===== src/rtl/logic_arb_pkg.sv =====
// ---------------------------------------------------------------------------
// logic_arb_pkg
//   Shared definitions for the boolean-op arbiter slice:
//   - 2-bit operation codes understood by logic_op_unit
//   - state encoding of the arbiter FSM
// ---------------------------------------------------------------------------
package logic_arb_pkg;

    localparam logic [1:0] OP_AND     = 2'd0;
    localparam logic [1:0] OP_OR      = 2'd1;
    localparam logic [1:0] OP_NOT_IN1 = 2'd2;
    localparam logic [1:0] OP_RSVD    = 2'd3;

    typedef enum logic [1:0] {
        ST_IDLE = 2'd0,
        ST_EXEC = 2'd1,
        ST_RESP = 2'd2
    } arb_state_e;

endpackage


===== src/rtl/logic_op_unit.sv =====
// ---------------------------------------------------------------------------
// logic_op_unit
//   Combinational bitwise boolean datapath shared by all requesters.
//   Ports:
//     in1, in2 : operands (WIDTH bits)
//     op       : operation code (AND / OR / NOT_IN1 / reserved)
//     result   : bitwise result; zero for the reserved code
//     err      : high when op is the reserved code
// ---------------------------------------------------------------------------
module logic_op_unit
    import logic_arb_pkg::*;
#(
    parameter int WIDTH = 1
) (
    input  logic [WIDTH-1:0] in1,
    input  logic [WIDTH-1:0] in2,
    input  logic [1:0]       op,
    output logic [WIDTH-1:0] result,
    output logic             err
);

    // Decode the operation; anything not recognised yields zero and flags an error.
    always_comb begin
        result = '0;
        err    = 1'b0;
        case (op)
            OP_AND:     result = in1 & in2;
            OP_OR:      result = in1 | in2;
            OP_NOT_IN1: result = ~in1;
            OP_RSVD: begin
                result = '0;
                err    = 1'b1;
            end
            default: begin
                result = '0;
                err    = 1'b1;
            end
        endcase
    end

endmodule


===== src/rtl/logic_op_arbiter.sv =====
// ---------------------------------------------------------------------------
// logic_op_arbiter
//   Round-robin arbiter sharing one logic_op_unit among N_REQ requesters with
//   a REQ/DONE handshake; one operation in flight at a time (IDLE->EXEC->RESP).
//   Ports:
//     CLK, RST  : clock (rising edge), asynchronous active-high reset
//     REQ       : request per requester, held until its DONE bit
//     OP        : 2-bit op per requester (packed, requester i at [2i+:2])
//     IN1, IN2  : operands per requester (packed, requester i at [WIDTH*i+:WIDTH])
//     GNT       : one-hot grant, high in EXEC and RESP
//     DONE      : one-hot completion pulse in RESP
//     RESULT    : result, held until the next completion
//     ERR       : pulses with DONE when the granted op was the reserved code
//     BUSY      : high in EXEC and RESP
//     GNT_CNT   : per-requester saturating grant counters (CNT_W each)
//   Optional feature: define LOGIC_ARB_STATS_EN to build the grant counters;
//   otherwise GNT_CNT is tied to zero and no counter flops exist.
// ---------------------------------------------------------------------------
module logic_op_arbiter
    import logic_arb_pkg::*;
#(
    parameter int N_REQ = 4,
    parameter int WIDTH = 1,
    parameter int CNT_W = 16
) (
    input  logic                   CLK,
    input  logic                   RST,
    input  logic [N_REQ-1:0]       REQ,
    input  logic [2*N_REQ-1:0]     OP,
    input  logic [WIDTH*N_REQ-1:0] IN1,
    input  logic [WIDTH*N_REQ-1:0] IN2,
    output logic [N_REQ-1:0]       GNT,
    output logic [N_REQ-1:0]       DONE,
    output logic [WIDTH-1:0]       RESULT,
    output logic                   ERR,
    output logic                   BUSY,
    output logic [CNT_W*N_REQ-1:0] GNT_CNT
);

    localparam int PTR_W = $clog2(N_REQ);

    // Index base+offs, wrapping past N_REQ-1 back to 0 (offs < N_REQ).
    function automatic logic [PTR_W-1:0] wrap_idx(input logic [PTR_W-1:0] base,
                                                  input int offs);
        int sum_v;
        sum_v = int'(base) + offs;
        if (sum_v >= N_REQ) begin
            sum_v = sum_v - N_REQ;
        end else begin
            sum_v = sum_v;
        end
        return sum_v[PTR_W-1:0];
    endfunction

    function automatic logic [N_REQ-1:0] one_hot(input logic [PTR_W-1:0] idx);
        logic [N_REQ-1:0] v;
        v      = '0;
        v[idx] = 1'b1;
        return v;
    endfunction

    arb_state_e        state_r, state_nx_s;
    logic [PTR_W-1:0]  rr_ptr_r, rr_ptr_nx_s;
    logic [PTR_W-1:0]  win_r, win_nx_s;
    logic [1:0]        op_r, op_nx_s;
    logic [WIDTH-1:0]  in1_r, in1_nx_s;
    logic [WIDTH-1:0]  in2_r, in2_nx_s;
    logic [N_REQ-1:0]  gnt_r, gnt_nx_s;
    logic [N_REQ-1:0]  done_r, done_nx_s;
    logic [WIDTH-1:0]  result_r, result_nx_s;
    logic              err_r, err_nx_s;
    logic              busy_r, busy_nx_s;

    logic              pick_valid_s;
    logic [PTR_W-1:0]  pick_idx_s;
    logic [WIDTH-1:0]  unit_result_s;
    logic              unit_err_s;

    logic_op_unit #(.WIDTH(WIDTH)) u_op_unit (
        .in1    (in1_r),
        .in2    (in2_r),
        .op     (op_r),
        .result (unit_result_s),
        .err    (unit_err_s)
    );

    // Round-robin pick: scan from the pointer downwards so the lowest offset wins.
    always_comb begin
        pick_valid_s = 1'b0;
        pick_idx_s   = '0;
        for (int k = N_REQ - 1; k >= 0; k--) begin
            if (REQ[wrap_idx(rr_ptr_r, k)]) begin
                pick_valid_s = 1'b1;
                pick_idx_s   = wrap_idx(rr_ptr_r, k);
            end else begin
                pick_idx_s   = pick_idx_s;
            end
        end
    end

    // Next-state and next-output logic for the arbiter FSM.
    always_comb begin
        state_nx_s  = state_r;
        rr_ptr_nx_s = rr_ptr_r;
        win_nx_s    = win_r;
        op_nx_s     = op_r;
        in1_nx_s    = in1_r;
        in2_nx_s    = in2_r;
        gnt_nx_s    = gnt_r;
        done_nx_s   = '0;
        result_nx_s = result_r;
        err_nx_s    = 1'b0;
        busy_nx_s   = busy_r;
        case (state_r)
            ST_IDLE: begin
                if (pick_valid_s) begin
                    // Operands are captured here so later input changes are ignored.
                    win_nx_s   = pick_idx_s;
                    op_nx_s    = OP[2*int'(pick_idx_s) +: 2];
                    in1_nx_s   = IN1[WIDTH*int'(pick_idx_s) +: WIDTH];
                    in2_nx_s   = IN2[WIDTH*int'(pick_idx_s) +: WIDTH];
                    gnt_nx_s   = one_hot(pick_idx_s);
                    busy_nx_s  = 1'b1;
                    state_nx_s = ST_EXEC;
                end else begin
                    gnt_nx_s   = '0;
                    busy_nx_s  = 1'b0;
                    state_nx_s = ST_IDLE;
                end
            end
            ST_EXEC: begin
                result_nx_s = unit_result_s;
                err_nx_s    = unit_err_s;
                done_nx_s   = one_hot(win_r);
                state_nx_s  = ST_RESP;
            end
            ST_RESP: begin
                gnt_nx_s    = '0;
                busy_nx_s   = 1'b0;
                rr_ptr_nx_s = wrap_idx(win_r, 1);
                state_nx_s  = ST_IDLE;
            end
            default: begin
                gnt_nx_s   = '0;
                busy_nx_s  = 1'b0;
                state_nx_s = ST_IDLE;
            end
        endcase
    end

    // State, pointer, operand latches and registered outputs.
    always_ff @(posedge CLK or posedge RST) begin
        if (RST) begin
            state_r  <= ST_IDLE;
            rr_ptr_r <= '0;
            win_r    <= '0;
            op_r     <= 2'd0;
            in1_r    <= '0;
            in2_r    <= '0;
            gnt_r    <= '0;
            done_r   <= '0;
            result_r <= '0;
            err_r    <= 1'b0;
            busy_r   <= 1'b0;
        end else begin
            state_r  <= state_nx_s;
            rr_ptr_r <= rr_ptr_nx_s;
            win_r    <= win_nx_s;
            op_r     <= op_nx_s;
            in1_r    <= in1_nx_s;
            in2_r    <= in2_nx_s;
            gnt_r    <= gnt_nx_s;
            done_r   <= done_nx_s;
            result_r <= result_nx_s;
            err_r    <= err_nx_s;
            busy_r   <= busy_nx_s;
        end
    end

    assign GNT    = gnt_r;
    assign DONE   = done_r;
    assign RESULT = result_r;
    assign ERR    = err_r;
    assign BUSY   = busy_r;

`ifdef LOGIC_ARB_STATS_EN
    logic grant_evt_s;
    assign grant_evt_s = (state_r == ST_IDLE) && pick_valid_s;

    for (genvar g = 0; g < N_REQ; g++) begin : g_cnt
        logic [CNT_W-1:0] cnt_r;

        // Saturating count of grants to requester g; cleared only by reset.
        always_ff @(posedge CLK or posedge RST) begin
            if (RST) begin
                cnt_r <= '0;
            end else if (grant_evt_s && (pick_idx_s == PTR_W'(g)) &&
                         (cnt_r != {CNT_W{1'b1}})) begin
                cnt_r <= cnt_r + {{(CNT_W-1){1'b0}}, 1'b1};
            end else begin
                cnt_r <= cnt_r;
            end
        end

        assign GNT_CNT[g*CNT_W +: CNT_W] = cnt_r;
    end
`else
    assign GNT_CNT = '0;
`endif

endmodule


===== config.mk =====
export PLATFORM = sky130hd
export DESIGN_NAME = logic_op_arbiter
export DESIGN_NICKNAME = d
export VERILOG_FILES = /design/src/rtl/logic_arb_pkg.sv /design/src/rtl/logic_op_unit.sv /design/src/rtl/logic_op_arbiter.sv
export SDC_FILE = /design/constraint.sdc
export NUM_CORES = 1
export LEC_CHECK = 0
export BUFFER_PORTS_ARGS = -buffer_cell sky130_fd_sc_hd__clkbuf_2
export CAP_MARGIN = 20
export CORE_AREA = 2 2 69 71
export DETAILED_ROUTE_END_ITERATION = 6
export DIE_AREA = 0 0 71 73
export GPL_TIMING_DRIVEN = 0
export HOLD_SLACK_MARGIN = 0.05
export PLACE_DENSITY = 0.65
export SYNTH_ARGS = -nofsm -noshare
export SYNTH_HDL_FRONTEND = slang
export SYNTH_SLANG_ARGS = --single-unit

===== constraint.sdc =====
create_clock -name CLK -period 2.35 [get_ports CLK]
set_input_delay 0.47 -clock CLK [delete_from_list [all_inputs] [get_ports CLK]]
set_output_delay 0.47 -clock CLK [all_outputs]
set_load 0.1 [all_outputs]

---- Yosys cells after proc, flatten, opt, wreduce, memory -nomap -nowiden ----
Index checks and enable logic that the tools add are counted.
storage, ports and cells
  flip-flop bits (word level) ............. 21
  input port bits ......................... 22
  output and inout port bits .............. 75
  logic and storage cells ................. 84
cells by class
  add/subtract/negate cells ............... 9
  order comparisons ....................... 13
  equal/unequal tests ..................... 5
  shift-type cells ........................ 3
  multiplexer cells ....................... 35
  bitwise gates (word level) .............. 3
  reduce and logical (&&, ||, !) cells .... 5
operators with widths
  kind                                                                                  number
  2-bit by 3-bit < comparator with 1-bit output (second input constant)                 6
  2-bit two-way mux                                                                     9
  1-bit two-way mux                                                                     14
  3-bit greater-or-equal comparator (second input constant)                             4
  2-bit by 1-bit subtractor with 2-bit output (second input constant)                   5
  1-bit binary-select mux with 2-bit select                                             4
  4-bit two-way mux                                                                     2
  4-bit one-hot mux with 2 select lines                                                 1
  4-bit by 3-bit indexed part select with 1-bit output                                  2
  8-bit by 4-bit indexed part select with 2-bit output                                  1
  2-bit by 1-bit adder with 3-bit output (second input constant)                        2
  2-bit by 2-bit adder with 3-bit output (second input constant)                        2
  2-bit == test (second input constant)                                                 3
  1-bit demux with 2-bit select                                                         2
  2-bit by 1-bit == test with 1-bit output (second input constant)                      2
  2-bit by 1-bit greater-or-equal comparator with 1-bit output (second input constant)  2
  2-bit logical NOT                                                                     2
  1-bit one-hot mux with 4 select lines                                                 1
  2-bit one-hot mux with 2 select lines                                                 1
  2-bit by 3-bit greater-or-equal comparator with 1-bit output (second input constant)  1
  1-bit logical AND                                                                     2
  1-bit one-hot mux with 2 select lines                                                 1
  2-bit AND reduction                                                                   1
  1-bit bitwise AND                                                                     1
  other kinds (2)                                                                       2

---- Logic depth before layout (Yosys ltp) ----
  depth after elaboration ................. 15
  depth in mapped cells ................... 6
  depth with buffers taken out ............ 5

---- By module ----
Synthesis repeated with hierarchy kept, for this count alone.
unflattened totals
  cells, all modules ...................... 164
  area, all modules ....................... 1564.0 µm²
modules (own cells, without submodules)
  module            times used  cells each  area an instance (µm²)  sequential area each (µm²)
  logic_op_arbiter  1           159         1534.0                  525.5
  logic_op_unit     1           5           30.0                    0.0

---- Least setup slack after synthesis ----
OpenSTA, ideal clock, no wires.
  path kind ............................... input to register
  from .................................... input REQ[2]
  to ...................................... register in1_r
  arrival time ............................ 1358 ps
  path slack .............................. 854 ps
  stages .................................. 6
  buffers on the path ..................... 1
  cell sequence ........................... inv_1 o221a_1 o22ai_2 buf_6 mux2i_1 o221ai_1
on the way
  cells in the longest elaborated chain, start to end .. 7
  elaborated cells on any way between the ends .. 18
RTL lines
  item                                                                                                line                     text
  start: declaration                                                                                  logic_op_arbiter.sv:28   input logic [N_REQ-1:0] REQ,
  1-bit binary-select mux with 2-bit select                                                           logic_op_arbiter.sv:92   if (REQ[wrap_idx(rr_ptr_r, k)]) begin
  1-bit two-way mux (implied by the code)                                                             logic_op_arbiter.sv:92
  2-bit two-way mux / 1-bit two-way mux (equally long branches) (4 in series)                         logic_op_arbiter.sv:92
  4-bit by 3-bit indexed part select with 1-bit output / 2-bit AND reduction (equally long branches)  --
  end signal: assignment                                                                              logic_op_arbiter.sv:170  in1_r <= in1_nx_s;
  end: declaration                                                                                    logic_op_arbiter.sv:66   logic [WIDTH-1:0] in1_r, in1_nx_s;
Several ways; a longest one is shown, not always the timed one. The select of a mux whose other input is x is not followed.
A chain may end at the register's enable or synchronous reset.

---- Worst setup path in the final report ----
  from .................................... register rr_ptr_r[0]
  to ...................................... register op_r[1]
on the way
  cells in the longest elaborated chain, start to end .. 10
  elaborated cells on any way between the ends .. 33
RTL lines
  item                                                                                                     line                                            text
  start: declaration                                                                                       logic_op_arbiter.sv:63                          logic [PTR_W-1:0] rr_ptr_r, rr_ptr_nx_s;
  start signal: assignment                                                                                 logic_op_arbiter.sv:167                         rr_ptr_r <= rr_ptr_nx_s;
  2-bit by 2-bit adder with 3-bit output                                                                   logic_op_arbiter.sv:46                          sum_v = int'(base) + offs;
  3-bit greater-or-equal comparator / 2-bit by 1-bit subtractor with 2-bit output (equally long branches)  logic_op_arbiter.sv:47, logic_op_arbiter.sv:48
  2-bit two-way mux                                                                                        logic_op_arbiter.sv:47                          if (sum_v >= N_REQ) begin
  1-bit binary-select mux with 2-bit select                                                                logic_op_arbiter.sv:92
  1-bit two-way mux (implied by the code)                                                                  logic_op_arbiter.sv:92
  2-bit two-way mux / 1-bit two-way mux (equally long branches) (4 in series)                              logic_op_arbiter.sv:92
  8-bit by 4-bit indexed part select with 2-bit output / 2-bit AND reduction (equally long branches)       --
  end signal: assignment                                                                                   logic_op_arbiter.sv:169                         op_r <= op_nx_s;
  end: declaration                                                                                         logic_op_arbiter.sv:65                          logic [1:0] op_r, op_nx_s;
Several ways; a longest one is shown, not always the timed one. The select of a mux whose other input is x is not followed.

==> run_results.csv <==
group,metric,value,unit
sta,maxClockFrequency,615,MHz
sta,period_share,69.2,%
layout,syn_to_final_growth,34.1,%
placed_design,hpwl,2.18,mm
logic_synthesis,synth-edff-count,0,
cts,clk_path_buf_depth,2,
grt,grt_pass1_vias,918,
sta,timing.final.ws_setup,0.725,ns
floorplanning,ios,97,
floorplanning,dieArea,5180,um^2
grt,gr-total-overflow,0,
sta,hold_ws,0.335,ns
route,viasPerCell,3.56,
placed_design,port-buffer-count,32,
placed_design,dpl_cell_area,1960,um^2
sta,relSlewSlack,47.2,%
grt,grt_max_degree,22,
route,routedWlPerCell,8.46,um
cts,post-cts-setup-buffers,0,
cts,cts_root_buffer,"clkbuf_8",
sta,hold_viol,0,
run_status,outcome,"finished clean",
sta,setup_viol_count_final,0,
route,wl,2.59,mm
placed_design,pre_cts_slack,0.580,ns
floorplanning,dieWidth,71,um
power,p_switching,1.48,mW
worst_setup_path,reg2reg_setup_slack,0.72,ns
floorplanning,fp-row-count,25,
logic_synthesis,synthCells,153,
route,drc,0,
cts,cts.clk_slew.worst_paths,0.07,ns
cts,cts_tree,"done",
layout,fillers,453,
worst_setup_path,cp-end-kind,"flop",
route,top_layer_used,"met4",
cts,numCtsBuffers,3,
power,power_frac_seq,24.7,%
grt,track_usage,9.86,%
layout,fin_nets,279,
layout,drive_gt1_share,42.5,%
logic_synthesis,synth.most_common_cell,"buf_4",
worst_setup_path,cp-start-kind,"flop",
sta,rsz0062_at_grt,"no",
logic_synthesis,synth_area_leader_cell,"dfrtp_1",
sta,final.setup.tns,0,ns
power,cellPowerDensity,1250,nW/um^2
worst_setup_path,critPathRequiredTime,2.47,ns
sta,slew_violations,0,
worst_setup_path,critPathKind,"flop to flop",
flow_run,drv_cap,0,
sta,fin_crit,1.63,ns
logic_synthesis,yosys_warnings,0,
grt,grt_antenna_before_repair,0,
cts,htree_levels,1,
power,pwr-share-comb,66.0,%
floorplanning,core,4540,um^2
power,peakVddDrop,0.414,mV
worst_setup_path,worstRegToRegCells,5,
logic_synthesis,avgSynthCellArea,9.76,um^2
power,pwr-share-clk,9.3,%
route,drt_first_iter_violations,38,
route,ant_nets,0,
worst_hold_path,hp-class,"primary input to async pin",
logic_synthesis,synth_top_area_share,35.2,%
logic_synthesis,ys_seq_area_share,35.2,%
logic_synthesis,netlist_top_cells_area,"dfrtp_1 35%, buf_4 33%, mux2i_1 5.4%",
logic_synthesis,syn-cell-area,1490,um^2
power,swShare,59.5,%
placed_design,gp_congestion,0.752,
floorplanning,start_util,32.9,%
power,p_int,1.01,mW
worst_setup_path,r2r_end,"op_r[1]",
logic_synthesis,async_reset_ff_share,100,%
route,met2_length,1.25,mm
logic_synthesis,synth_seq_cells,21,
cts,cts_resized,0,
floorplanning,dieHeight,73,um
grt,grt_pass1_wl,4.06,mm
worst_setup_path,rr_startpoint,"rr_ptr_r[0]",
worst_setup_path,path_max_fanout,5,
route,wl_met3,260,um
logic_synthesis,synth_flop_cell,"dfrtp_1",
layout,final_area,2000,um^2
sta,skew,0.00177,ns
cts,clk_latency,0.25,ns
cts,clock-sinks,21,
power,leakage,1.24,nW
logic_synthesis,synth_common_cells,"65 x buf_4, 21 x dfrtp_1, 8 x mux2i_1, 7 x nand2_1, 6 x inv_1",
logic_synthesis,synth_cell_type_count,32,
route,met1_length,1.04,mm
layout,diodes,0,
route,vias,1089,
route,dr.pass1.iters,4,
worst_setup_path,crit_arrival,1.75,ns
cts,cts_hold_buffers,0,
layout,postLayoutCoreUtil,44.1,%
sta,worst_pin_slew,0.792,ns
## cell families (layout without fill, tap and decap cells)
kind of cell,count (synthesis),in the layout,synth area share (%)
adder cells (fa/ha/maj),5,5,4.02
flip-flops,21,21,35.2
multiplexers,9,9,6.12
buffers and inverters,74,110,35.6
other,1,64,0.251
AO/OA/AOI/OAI,19,19,9.89
AND/OR/NAND/NOR,24,24,8.89
## power by group through the flow
stage	clock network [mW]	registers (mW)	logic, mW
6_report	0.232	0.616	1.65
5_1_grt	0.256	0.640	1.74
4_1_cts	0.237	0.618	1.66
3_5_place_dp	0	0.625	1.66
3_3_place_gp	0	0.617	1.65
2_1_floorplan	0	1.09	0.976
## critical path: stages, from the launching register on
cell      delay [ns]
dfrtp_1         0.41
and2b_1         0.23
nor2_1          0.04
o22ai_1         0.39
nand2b_1        0.28
o221ai_1        0.14
## layer usage
metal	global-route usage [%]	vias up
met4	4.40	0
met2	16.7	53
met3	1.80	2
li1	-	575
met5	0	-
met1	12.3	459
## flip-flops by register name, indices dropped and copies added, names as in the netlist
name and count:
BUSY 1, in2_r 1, RESULT 1, ERR 1, DONE 4, in1_r 1, win_r 2, rr_ptr_r 2
state_r 2, GNT 4, op_r 2
## cell usage in the layout (no fill, tap or decap), types with 2 or more instances in the layout
cell and count:
ha_1 4, nor2b_1 2, mux2i_1 8, a32o_1 2, o221ai_1 4, buf_4 65
and2_1 4, a22o_1 2, clkbuf_1 2, dfrtp_1 21, a21o_1 2, inv_1 6
a21oi_1 2, clkbuf_2 32, clkbuf_8 3, nor2_1 2, nand2b_1 2, conb_1 64
nand2_1 7, o21ai_0 4
## cell type report
class	instances	area, um^2	area share (%)
plain buffers	67	503	25.1
clock buffers	4	45.0	2.25
inverters	7	28.8	1.44
multi-input cells	121	672	33.6
flip-flops and latches	21	526	26.3
well taps	54	67.6	3.38
repair buffers	32	160	8.00
## through the flow
| stage | cells | power (mW) |
|---|---|---|
| 6_report | 306 | 2.49 |
| 5_1_grt | 306 | 2.64 |
| 4_1_cts | 306 | 2.52 |
| 3_5_place_dp | 302 | 2.28 |
| 3_3_place_gp | 302 | 2.26 |
| 2_1_floorplan | 216 | 2.06 |
## worst max-delay path by stage
| stage | depth (start not counted) | endpoint | start |
|---|---|---|---|
| 2_1_floorplan | 6 | in1_r | REQ[2] |
| 3_3_place_gp | 7 | op_r[0] | REQ[2] |
| 3_5_place_dp | 7 | op_r[0] | REQ[2] |
| 4_1_cts | 5 | op_r[1] | rr_ptr_r[0] |
| 5_1_grt | 5 | op_r[1] | rr_ptr_r[0] |
| 6_report | 5 | op_r[1] | rr_ptr_r[0] |
Note: power is estimated with default switching activity, not from simulation.
